### src/rtl/host_mem_bridge_pkg.sv
// ---------------------------------------------------------------------------
// host_mem_bridge_pkg
// Shared definitions for the host byte-stream to memory/register bridge:
// downstream memory-port opcodes, host command opcodes, the register-space
// addresses reachable through the bridge, the bridge FSM state encoding and
// a small helper used to assemble LSB-first multi-byte fields.
// ---------------------------------------------------------------------------
package host_mem_bridge_pkg;

   // Opcodes driven onto the downstream memory/register port
   localparam logic [1:0] MEM_OP_NOP   = 2'd0;
   localparam logic [1:0] MEM_OP_READ  = 2'd1;
   localparam logic [1:0] MEM_OP_WRITE = 2'd2;

   // Host command opcodes (first byte of every packet)
   localparam logic [7:0] CMD_READ  = 8'h01;
   localparam logic [7:0] CMD_WRITE = 8'h02;

   // Register space is selected by address bit 63
   localparam logic [63:0] REG_ICP_ENABLE_ADDR = 64'h8000_0000_0000_0000;
   localparam logic [63:0] REG_HALTED_ADDR     = 64'h8000_0000_0000_0001;

   typedef enum logic [2:0] {
      ST_IDLE,
      ST_ADDR,
      ST_DATA,
      ST_ISSUE,
      ST_WAIT,
      ST_RESP
   } state_t;

   // Fields arrive LSB first, so each new byte enters at the top and the
   // previously collected bytes move down by one byte position.
   function automatic logic [63:0] shift_in_byte(input logic [63:0] sr,
                                                 input logic [7:0]  b);
      return {b, sr[63:8]};
   endfunction

endpackage

### src/rtl/host_mem_bridge_tx_ser.sv
// ---------------------------------------------------------------------------
// host_mem_bridge_tx_ser
// Response serializer: loads a 64-bit word and emits it LSB first on a
// valid/ready byte stream, either all 8 bytes or only the lowest byte.
//
// Ports:
//   i_clk, i_rst      clock, asynchronous active-high reset
//   i_load            load i_data and start a response (ignored mid-response
//                     by construction of the parent FSM)
//   i_single          1: response is only i_data[7:0]; 0: all 8 bytes
//   i_data            response word
//   o_tx_data         current response byte
//   o_tx_valid        response byte valid
//   i_tx_ready        sink accepts the byte
//   o_done            pulses in the cycle the final byte is transferred
// ---------------------------------------------------------------------------
module host_mem_bridge_tx_ser
   import host_mem_bridge_pkg::*;
(
   input  logic        i_clk,
   input  logic        i_rst,
   input  logic        i_load,
   input  logic        i_single,
   input  logic [63:0] i_data,
   output logic [7:0]  o_tx_data,
   output logic        o_tx_valid,
   input  logic        i_tx_ready,
   output logic        o_done
);

   logic [63:0] shift_reg;
   logic [2:0]  byte_cnt;
   logic [2:0]  last_idx;
   logic        tx_fire;

   // The outgoing byte is always the bottom of the shift register, so it
   // stays stable for as long as the sink holds off ready.
   always_comb begin
      tx_fire   = o_tx_valid && i_tx_ready;
      o_done    = tx_fire && (byte_cnt == last_idx);
      o_tx_data = shift_reg[7:0];
   end

   // Load a fresh response, then shift one byte out per accepted transfer.
   // The byte counter returns to zero when the last byte leaves.
   always_ff @(posedge i_clk or posedge i_rst) begin
      if (i_rst) begin
         shift_reg  <= '0;
         byte_cnt   <= '0;
         last_idx   <= '0;
         o_tx_valid <= 1'b0;
      end else if (i_load) begin
         shift_reg  <= i_data;
         byte_cnt   <= '0;
         last_idx   <= i_single ? 3'd0 : 3'd7;
         o_tx_valid <= 1'b1;
      end else if (tx_fire) begin
         if (byte_cnt == last_idx) begin
            o_tx_valid <= 1'b0;
            byte_cnt   <= '0;
         end else begin
            shift_reg <= {8'd0, shift_reg[63:8]};
            byte_cnt  <= byte_cnt + 3'd1;
         end
      end
   end

endmodule

### src/rtl/host_mem_bridge.sv
// ---------------------------------------------------------------------------
// host_mem_bridge
// Deserialises host command packets (opcode, 8 address bytes, 8 data bytes
// for writes, all LSB first) into single downstream memory/register
// operations and serialises read data, or a write acknowledge, back onto a
// byte stream.
//
// Configuration macro:
//   HOST_MEM_BRIDGE_WRITE_ACK_EN  defined: each write returns one ACK_BYTE.
//                                 undefined: writes return silently to IDLE.
//
// Ports:
//   i_clk, i_rst        clock, asynchronous active-high reset
//   i_rx_data/valid     command byte stream in, o_rx_ready back-pressure
//   o_tx_data/valid     response byte stream out, i_tx_ready back-pressure
//   o_mem_op            0 NOP, 1 READ, 2 WRITE to the downstream port
//   o_mem_addr          operation address, bit 63 selects register space
//   o_mem_data          write data
//   i_mem_data          read data from downstream
//   i_mem_op_pending    downstream read in flight
//   o_busy              high whenever the bridge is not idle
// ---------------------------------------------------------------------------
module host_mem_bridge
   import host_mem_bridge_pkg::*;
#(
   parameter logic [7:0] ACK_BYTE = 8'hA5
) (
   input  logic        i_clk,
   input  logic        i_rst,
   input  logic [7:0]  i_rx_data,
   input  logic        i_rx_valid,
   output logic        o_rx_ready,
   output logic [7:0]  o_tx_data,
   output logic        o_tx_valid,
   input  logic        i_tx_ready,
   output logic [1:0]  o_mem_op,
   output logic [63:0] o_mem_addr,
   output logic [63:0] o_mem_data,
   input  logic [63:0] i_mem_data,
   input  logic        i_mem_op_pending,
   output logic        o_busy
);

   state_t      state;
   logic [2:0]  byte_cnt;
   logic        is_write;
   logic [63:0] addr_sr;
   logic [63:0] data_sr;
   logic [63:0] addr_next;
   logic [63:0] data_next;
   logic        rx_fire;
   logic        ser_load;
   logic        ser_single;
   logic [63:0] ser_data;
   logic        ser_done;

   // Byte handshake and the shift-register values including the byte being
   // accepted this cycle, so the final byte can go straight onto the port.
   always_comb begin
      rx_fire   = i_rx_valid && o_rx_ready;
      addr_next = shift_in_byte(addr_sr, i_rx_data);
      data_next = shift_in_byte(data_sr, i_rx_data);
   end

   // Start a response: read data is captured on the first WAIT cycle with
   // no read in flight; the write acknowledge is a single byte loaded as the
   // write op leaves ISSUE. The ACK word is selected by is_write in either
   // build, but only ever loaded when the acknowledge is compiled in.
   always_comb begin
      ser_load   = 1'b0;
      ser_single = 1'b0;
      ser_data   = is_write ? {56'd0, ACK_BYTE} : i_mem_data;
      if (state == ST_WAIT && !i_mem_op_pending) begin
         ser_load = 1'b1;
      end
`ifdef HOST_MEM_BRIDGE_WRITE_ACK_EN
      if (state == ST_ISSUE && o_mem_op != MEM_OP_NOP && is_write) begin
         ser_load   = 1'b1;
         ser_single = 1'b1;
      end
`endif
   end

   // Main packet FSM. All port-facing outputs are registered. The op is
   // launched at the edge that enters (or sits in) ISSUE, so o_mem_op is
   // non-NOP during exactly one ISSUE cycle; if the port still reports a
   // read in flight the launch is deferred and ISSUE stalls with NOP.
   // o_mem_addr/o_mem_data are only rewritten at launch, so they hold the
   // last operation's values between packets.
   always_ff @(posedge i_clk or posedge i_rst) begin
      if (i_rst) begin
         state      <= ST_IDLE;
         byte_cnt   <= '0;
         is_write   <= 1'b0;
         addr_sr    <= '0;
         data_sr    <= '0;
         o_mem_op   <= MEM_OP_NOP;
         o_mem_addr <= '0;
         o_mem_data <= '0;
         o_rx_ready <= 1'b1;
         o_busy     <= 1'b0;
      end else begin
         case (state)
            ST_IDLE: begin
               if (rx_fire &&
                   (i_rx_data == CMD_READ || i_rx_data == CMD_WRITE)) begin
                  is_write <= (i_rx_data == CMD_WRITE);
                  byte_cnt <= '0;
                  o_busy   <= 1'b1;
                  state    <= ST_ADDR;
               end
            end

            ST_ADDR: begin
               if (rx_fire) begin
                  addr_sr <= addr_next;
                  if (byte_cnt == 3'd7) begin
                     byte_cnt <= '0;
                     if (is_write) begin
                        state <= ST_DATA;
                     end else begin
                        state      <= ST_ISSUE;
                        o_rx_ready <= 1'b0;
                        if (!i_mem_op_pending) begin
                           o_mem_op   <= MEM_OP_READ;
                           o_mem_addr <= addr_next;
                        end
                     end
                  end else begin
                     byte_cnt <= byte_cnt + 3'd1;
                  end
               end
            end

            ST_DATA: begin
               if (rx_fire) begin
                  data_sr <= data_next;
                  if (byte_cnt == 3'd7) begin
                     byte_cnt   <= '0;
                     state      <= ST_ISSUE;
                     o_rx_ready <= 1'b0;
                     if (!i_mem_op_pending) begin
                        o_mem_op   <= MEM_OP_WRITE;
                        o_mem_addr <= addr_sr;
                        o_mem_data <= data_next;
                     end
                  end else begin
                     byte_cnt <= byte_cnt + 3'd1;
                  end
               end
            end

            ST_ISSUE: begin
               if (o_mem_op != MEM_OP_NOP) begin
                  o_mem_op <= MEM_OP_NOP;
                  if (!is_write) begin
                     state <= ST_WAIT;
                  end else begin
`ifdef HOST_MEM_BRIDGE_WRITE_ACK_EN
                     state <= ST_RESP;
`else
                     state      <= ST_IDLE;
                     o_rx_ready <= 1'b1;
                     o_busy     <= 1'b0;
`endif
                  end
               end else if (!i_mem_op_pending) begin
                  o_mem_op   <= is_write ? MEM_OP_WRITE : MEM_OP_READ;
                  o_mem_addr <= addr_sr;
                  if (is_write) begin
                     o_mem_data <= data_sr;
                  end
               end
            end

            ST_WAIT: begin
               if (!i_mem_op_pending) begin
                  state <= ST_RESP;
               end
            end

            ST_RESP: begin
               if (ser_done) begin
                  state      <= ST_IDLE;
                  o_rx_ready <= 1'b1;
                  o_busy     <= 1'b0;
               end
            end

            default: begin
               state      <= ST_IDLE;
               o_mem_op   <= MEM_OP_NOP;
               o_rx_ready <= 1'b1;
               o_busy     <= 1'b0;
            end
         endcase
      end
   end

   host_mem_bridge_tx_ser u_tx_ser (
      .i_clk      (i_clk),
      .i_rst      (i_rst),
      .i_load     (ser_load),
      .i_single   (ser_single),
      .i_data     (ser_data),
      .o_tx_data  (o_tx_data),
      .o_tx_valid (o_tx_valid),
      .i_tx_ready (i_tx_ready),
      .o_done     (ser_done)
   );

endmodule

### config.mk
export PLATFORM = sky130hd
export DESIGN_NAME = host_mem_bridge
export DESIGN_NICKNAME = d
export VERILOG_FILES = /design/src/rtl/host_mem_bridge_pkg.sv /design/src/rtl/host_mem_bridge_tx_ser.sv /design/src/rtl/host_mem_bridge.sv
export SDC_FILE = /design/constraint.sdc
export NUM_CORES = 1
export LEC_CHECK = 0
export BUFFER_PORTS_ARGS = -buffer_cell sky130_fd_sc_hd__buf_2
export CAP_MARGIN = 0
export CELL_PAD_IN_SITES_DETAIL_PLACEMENT = 0
export CELL_PAD_IN_SITES_GLOBAL_PLACEMENT = 2
export CORE_MARGIN = 2
export CORE_UTILIZATION = 39
export DETAILED_ROUTE_END_ITERATION = 6
export HOLD_SLACK_MARGIN = 0.06
export PLACE_DENSITY = 0.89
export SYNTH_ARGS = -nofsm -noshare
export SYNTH_HDL_FRONTEND = slang
export SYNTH_HIERARCHICAL = 1
export SYNTH_SLANG_ARGS = --single-unit
### constraint.sdc
create_clock -name i_clk -period 9.69 [get_ports i_clk]
set_input_delay 0.4845 -clock i_clk [delete_from_list [all_inputs] [get_ports i_clk]]
set_output_delay 0.4845 -clock i_clk [all_outputs]
set_load 0.01 [all_outputs]
# Word level (Yosys, flattened, before mapping)
# Index checks and enable logic that the tools add are counted.
# Widths: inputs -> output; s select.
# word_totals
register_bits,336
latch_bits,0
mem_bits_rw,0
rom_bits,0
in_bits,77
word_cells,142
mem_count,0
# classes
n_addsub,2
mul,0
n_div,0
order_cmp,0
eq_ne,26
shift,0
mux,67
bitwise_logic,3
reduce_logical,30
# ops
cell,count
$mux 64,18
$pmux 64 s3,1
$pmux 64 s2,1
$mux 3,15
$ne 2x2->1 const B,15
$mux 2,10
$pmux 3 s6,1
$reduce_and 9->1,2
$mux 1,17
$reduce_and 8->1,2
$reduce_and 2->1,5
$reduce_bool 2->1,5
$eq 3x3->1 const B,3
$eq 8x1->1 const B,1
$eq 8x2->1 const B,1
$pmux 2 s4,1
$reduce_and 7->1,1
$add 3x1->3 const B,2
$eq 3x2->1 const B,2
$pmux 3 s2,1
$reduce_or 3->1,2
$logic_and 1x1->1,5
$pmux 1 s5,1
$reduce_and 5->1,1
12 further kinds,15

# Logic depth before layout (Yosys ltp)
# Gate-level depths: netlist of the first run.
# logic_depth
word_depth,5
mapped_depth,9

# Cells and area by module
# Netlist of the first run, hierarchy kept.
# modules_own_cells
mod,instances,cells_each,area_per_inst_um2
host_mem_bridge,1,916,12236.7
host_mem_bridge_tx_ser,1,405,3896.2

# Least setup slack after synthesis of the first run
# No wires, ideal clock.
# synth_path
path_type,reg2reg
start,reg u_tx_ser.byte_cnt[0]
end,reg state[0]
setup_ns,0.110
arrival_time_ns,2.373
slack_ns,7.206
stages_incl_launch_ff,9
path_buffers,3
synth_period_minus_slack_ns,2.484
cell_sequence,dfrtp_1 > or4_1 > clkbuf_1 > buf_6 > buf_6 > a21oi_1 > a211oi_1 > or3_1 > o41ai_1
# synth_between
elab_chain_len,4
# synth_rtl
item,line,text
"start, declared",host_mem_bridge_tx_ser.sv:32,logic [2:0] byte_cnt;
"start signal, assigned",host_mem_bridge_tx_ser.sv:63,byte_cnt <= byte_cnt + 3'd1;
$eq 3x3->1,host_mem_bridge_tx_ser.sv:40,o_done = tx_fire && (byte_cnt == last_idx);
$logic_and 1x1->1,host_mem_bridge_tx_ser.sv:40,
net ser_done,host_mem_bridge.sv:55,logic ser_done;
$ne 2x2->1 (no line),-,
$reduce_and 8->1 (no line),-,
"end signal, assigned",host_mem_bridge.sv:92,state <= ST_IDLE;
"end signal, assigned",host_mem_bridge.sv:110,state <= ST_ADDR;
"end signal, assigned",host_mem_bridge.sv:120,state <= ST_DATA;
"end, declared",host_mem_bridge.sv:44,state_t state;
# The timed path passes the listed nets, and every way through them passes these cells.
# A chain may end at the register's enable or synchronous reset.

# Worst setup path in the final report of the first run
# layout_path
start,reg state[0]
end,reg o_mem_addr[9]
# layout_between
elab_chain_len,3
elab_cells_between_ends,13
# layout_rtl
item,line,text
$eq 3x2->1 or $eq 3x1->1 (tied branches),host_mem_bridge.sv:103,case (state)
$ne 2x2->1 (no line) or $reduce_bool 3->1 (tied branches),-,
$reduce_and 8->1 (no line),-,
"end signal, assigned",host_mem_bridge.sv:126,o_mem_addr <= addr_next;
"end signal, assigned",host_mem_bridge.sv:144,o_mem_addr <= addr_sr;
"end signal, assigned",host_mem_bridge.sv:169,o_mem_addr <= addr_sr;
"end, declared",host_mem_bridge.sv:37,"output logic [63:0] o_mem_addr,"
# Parallel ways exist; a longest one is shown, timed or not.

==> out/results.tsv, run 1 <==
metric	value	unit
status	completed	
buffers added on ports	217	
area of the mapped netlist	16100	sq um
Setup TNS	0	ns
total CTS buffers	38	
cts hold-fix bufs	0	
number of global-route vias before repair	11000	
CTS tree	yes	
cts repair resizes	0	
detailed-route via count	10800	
required time worst endpoint	10.11	ns
# nets final	1551	
Worst Hold Class	in2async	
Synth area leader	dfrtp_1	
worst skew pair latency	0.56	ns
Tot GR Track Use	17.5	%
Synth cell types	50	
Slew Limit Fails	0	
io pins	218	
placed instance area	17500	sq um
clock slew at reported path FFs	0.06	ns
endpoints failing setup	0	
Worst setup SP type	flip-flop	
Routed wire per std cell	18.9	um
total power	4.82	mW
Setup Fix Bufs, Post-CTS	0	
CP Capture Type	flip-flop	
first-pass GRT wire length	61.9	mm
Max Cap Viol	0	
layout cell share with drive strength beyond 1	38.8	%
FMAX	319	MHz
die area	43000	sq um
Core Area	40800	sq um
EDFF count, synth	0	
final WL	38.3	mm
hpwl dp	23.1	mm
placed insts	1963	
Hold WS	0.0655	ns
critical path class	reg2reg	
Slew @ Worst Pin	1.15	ns
Rows	74	
Finished Cell Area	18700	sq um
part of the cycle the worst path needs	32.3	%
cell with the most instances after synthesis	dfrtp_1	
GPL Wtd Cong	0.780	
Pre-antenna DRT Iters	4	
Congestion Overflow GR	0	
CP Max Fanout	36	
RSZ-0062 raised after global routing	false	
total inserted antenna cells	0	
synth cell count leaders	dfrtp_1, mux2_2, nor2b_1	
post-layout min period	3.13	ns
H-tree depth	2	
Worst EP arrival	3.55	ns
Worst slew margin	23.5	%
Die X-Extent	207	um
Synth async-reset ratio	100	%
Die Ht	207	um
top_reg_cell synth	dfrtp_1	
DRT antenna net count	0	
DR iter-0 viols	695	
antenna violations before repair	1	
sequential cell area fraction in the yosys report	52.1	%
Leak	9.30	nW
CTS sink count	336	
DRC	0	
PnR worst setup slack	6.56	ns
Synth Register Bits	336	
Synth Net Count	1401	
Fin. Hold Viols	0	
Max VDD drop	0.000156	V
Mapped Cells	1321	
largest net degree at the start of global routing	130	
CTS root buffer	clkbuf_16	
P&R area growth vs syn	16.0	%
synth warn	6	
Synth Area per Inst	12.2	sq um
utilization after layout	45.8	%
pre-CTS WS	6.51	ns
pwr dens	258	nW/um^2
vias per cell	5.33	
most area-consuming cells after synthesis	dfrtp_1, mux2_2, mux2_4	
top cell type's share of synthesized area	52.0	%
non-filler instance count after layout	2028	
Setup Skew	0.0286	ns
Initial Utilization	39.5	%
clock buffer depth	3	
[where the power goes]
group | internal [mW] | leakage (nW) | total [mW] | switching (mW)
registers | 1.69 | 4.42 | 1.94 | 0.249
clock network | 0.859 | 0.622 | 1.44 | 0.585
logic | 0.700 | 4.26 | 1.44 | 0.737
[cells in the final DEF, fill, tap and decap left out, types with 39 or more instances in the layout]
cell	synthesis	layout
nor2b_1	116	116
mux2_4	60	60
mux2_2	198	198
o21ai_0	77	77
nand2_1	80	79
a21oi_1	64	64
buf_2	35	217
dfrtp_1	335	334
mux2i_1	64	64
a41oi_1	49	49
clkbuf_16	0	39
o31ai_1	58	58
[final timing paths]
check	from	to	slack [ns]	depth (start not counted)
worst max register to register	state[0]	o_mem_addr[9]	6.56	6
worst min register to register	o_mem_data[12]	o_mem_data[12]	0.47	2
max in group asynchronous	i_rst	data_sr[42]	7.28	4
min in group i_clk	i_rx_data[4]	data_sr[60]	0.24	2
worst max-delay path	state[0]	o_mem_addr[9]	6.56	6
worst min-delay path	i_rst	addr_sr[10]	0.07	2
[worst max-delay path: stages, from the launching register on]
cell and delay, ns:
dfrtp_1 0.79, xnor2_2 0.22, a311oi_4 0.11, nor4bb_4 0.31, buf_4 0.49, buf_4 0.66
mux2_4 0.35
[layer usage]
metal / share of wire, % / up-vias / GRT usage (%)
met5: 0.029 / - / 0
met4: 1.8 / 2 / 4.24
met3: 5.3 / 51 / 4.05
met2: 46 / 244 / 26.7
met1: 46 / 5459 / 25.2
li1: - / 5062 / -
[area by class of cell]
type | instances | area (sq um)
multi-input combinational | 855 | 7140
timing repair buffer | 234 | 1210
sequential | 336 | 8410
clock buffer | 54 | 1120
clock inverter | 11 | 128
tap | 532 | 666
fill | 3762 | 22100
inverter | 6 | 30.0
[logic make-up (layout without fill, tap and decap cells)]
| kind of cell | Yosys count | count (layout) | share of synthesized area [%] |
|---|---|---|---|
| AOI/OAI and AO/OA | 275 | 275 | 11.5 |
| xor gates and xnor gates | 2 | 2 | 0.155 |
| adders and majority gates | 3 | 3 | 0.233 |
| buffers and inverters | 130 | 305 | 3.99 |
| DFF | 336 | 336 | 52.1 |
| muxes | 322 | 322 | 23.4 |
| other | 1 | 1 | 0.0232 |
| and+or+nand+nor | 252 | 252 | 8.59 |
Power figures use the tool's default switching activity.
==> run 2: changes to the inputs <==
==> constraint.sdc (replaced) <==
create_clock -name i_clk -period 3 [get_ports i_clk]
set_input_delay 0.15 -clock i_clk [delete_from_list [all_inputs] [get_ports i_clk]]
set_output_delay 0.15 -clock i_clk [all_outputs]
set_load 0.01 [all_outputs]
==> run 2 against run 1 <==
- power grew to 3.3 times the previous value
- clock power increased to 3.3 times the previous value
- setup slack worse by 6.1 ns
- routed wire length grew 4.4%
- critical path depth fell by 1
- clock-buffer cell count unchanged
- global-route usage is 0.82 points higher
- worst hold slack improved by 0.056 ns
- flip-flop and latch count unchanged
- critical endpoint is now state[0]
==> out/results.tsv, run 2 (synthesized netlist as in run 1, its figures left out) <==
metric	value	unit
Initial Utilization	39.5	%
Slew @ Worst Pin	1.10	ns
part of the cycle the worst path needs	83.8	%
CP max stage cell	or4_2	
clock slew at reported path FFs	0.06	ns
total inserted antenna cells	0	
CP Max Fanout	7	
DRT antenna net count	0	
Leak	9.73	nW
number of global-route vias before repair	11600	
GPL Wtd Cong	0.783	
Worst EP arrival	2.94	ns
detailed-route via count	11100	
placed insts	1975	
layout cell share with drive strength beyond 1	37.4	%
Finished Cell Area	19700	sq um
most frequent cells in the layout	dfrtp_1, buf_2, mux2_2	
Setup Fix Bufs, Post-CTS	0	
PnR worst setup slack	0.487	ns
total CTS buffers	39	
CTS tree	yes	
Worst slew margin	26.5	%
commonest non-fill, non-tap cell in the layout	dfrtp_1	
Multi-input gate area	7140	sq um
CTS root buffer	clkbuf_16	
buffers added on ports	217	
DR iter-0 viols	590	
Die X-Extent	207	um
FMAX	398	MHz
pre-CTS WS	0.475	ns
Max VDD drop	0.000457	V
Reg area	8410	sq um
Tot GR Track Use	18.3	%
CTS sink count	336	
Slew Limit Fails	0	
required time worst endpoint	3.42	ns
fill cell count	3643	
endpoints failing setup	0	
antenna violations before repair	1	
Core Area	40800	sq um
# nets final	1638	
P&R area growth vs syn	22.3	%
Fin. Hold Viols	0	
crit path cell chain	or4_2 -> a21oi_1 -> a211oi_1 -> or3_1 -> o41ai_1	
Pre-antenna DRT Iters	4	
clock buffer depth	3	
final WL	40.0	mm
placed instance area	17700	sq um
critical path class	reg2reg	
Routed wire per std cell	18.9	um
H-tree depth	2	
Rows	74	
post-layout min period	2.51	ns
io pins	218	
pwr dens	811	nW/um^2
first-pass GRT wire length	64.5	mm
Congestion Overflow GR	0	
vias per cell	5.27	
CP Capture Type	flip-flop	
RSZ-0062 raised after global routing	false	
largest net degree at the start of global routing	130	
Worst Hold Class	in2async	
Max Cap Viol	0	
Worst setup SP type	flip-flop	
CP peak stage delay	0.70	ns
DRC	0	
non-filler instance count after layout	2114	
worst skew pair latency	0.55	ns
total power	16.0	mW
Die Ht	207	um
status	completed	
hpwl dp	25.0	mm
die area	43000	sq um
Setup Skew	0.0204	ns
run 2: changes by cell type in the layout (fill, tap and decap cells not counted):
cell / change
clkbuf_1: +1
clkbuf_8: -1
bufinv_16: +2
clkinv_2: -3
clkinvlp_4: +1
buf_12: +12
dlygate4sd3_1: +74
run 2: critical path, delay by kind of cell (launching register included):
| kind | cells | cell delay [ns] |
|---|---|---|
| AOI/OAI and AO/OA | 3 | 0.84 |
| DFF | 1 | 0.46 |
| and+or+nand+nor | 2 | 1.10 |
run 2: power breakdown:
| part | internal, mW | leakage, nW | switching [mW] |
|---|---|---|---|
| Sequential | 5.45 | 4.42 | 0.842 |
| Combinational | 2.44 | 4.67 | 2.45 |
| Clock | 2.93 | 0.638 | 1.88 |
| Total | 10.8 | 9.73 | 5.17 |
run 2: metrics by stage:
stage	hold WS [ns]	TNS, ns	util, %
6_report	0.121	0	48.3
4_1_cts	0.107	0	48.3
5_1_grt	0.136	0	48.3
3_5_place_dp	0.119	0	43.3
2_1_floorplan	0.301	-179.46	-
3_3_place_gp	0.117	0	43.3
run 2: path summary, 6_finish.rpt:
kind                                            from                      to  slack [ns]  cells after the start
worst max-delay path            u_tx_ser/byte_cnt[0]                state[0]        0.49                      5
worst min-delay path                           i_rst  u_tx_ser/shift_reg[59]        0.12                      3
worst max register to register  u_tx_ser/byte_cnt[0]                state[0]        0.49                      5
worst min register to register        o_mem_data[10]          o_mem_data[10]        0.47                      2
max in group asynchronous                      i_rst             data_sr[62]        1.82                      5
min in group i_clk                  i_mem_op_pending    u_tx_ser/byte_cnt[1]        0.13                      3
run 2: repair_timing:
| item | CTS | global route |
|---|---|---|
| gates resized for setup | 0 | 0 |
| endpoints found under the hold margin | 178 | 0 |
| hold buffers | 74 | 0 |
run 2: per-layer routing:
layer / vias up / global-route usage (%) / part of all wire (%)
li1: 5245 / - / -
met1: 5609 / 25.7 / 47
met2: 235 / 29.3 / 47
met3: 52 / 3.30 / 4.2
met4: 2 / 5.05 / 1.9
met5: - / 0 / 0.032
run 2: layout make-up:
| type | instances | area share, % |
|---|---|---|
| Timing Repair Buffer | 320 | 11.1 |
| Clock inverter | 11 | 0.932 |
| Inverter | 6 | 0.133 |
| Clock buffer | 54 | 5.64 |
| Tap cell | 532 | 3.37 |
| Sequential cell | 336 | 42.6 |
| Multi-Input combinational cell | 855 | 36.2 |
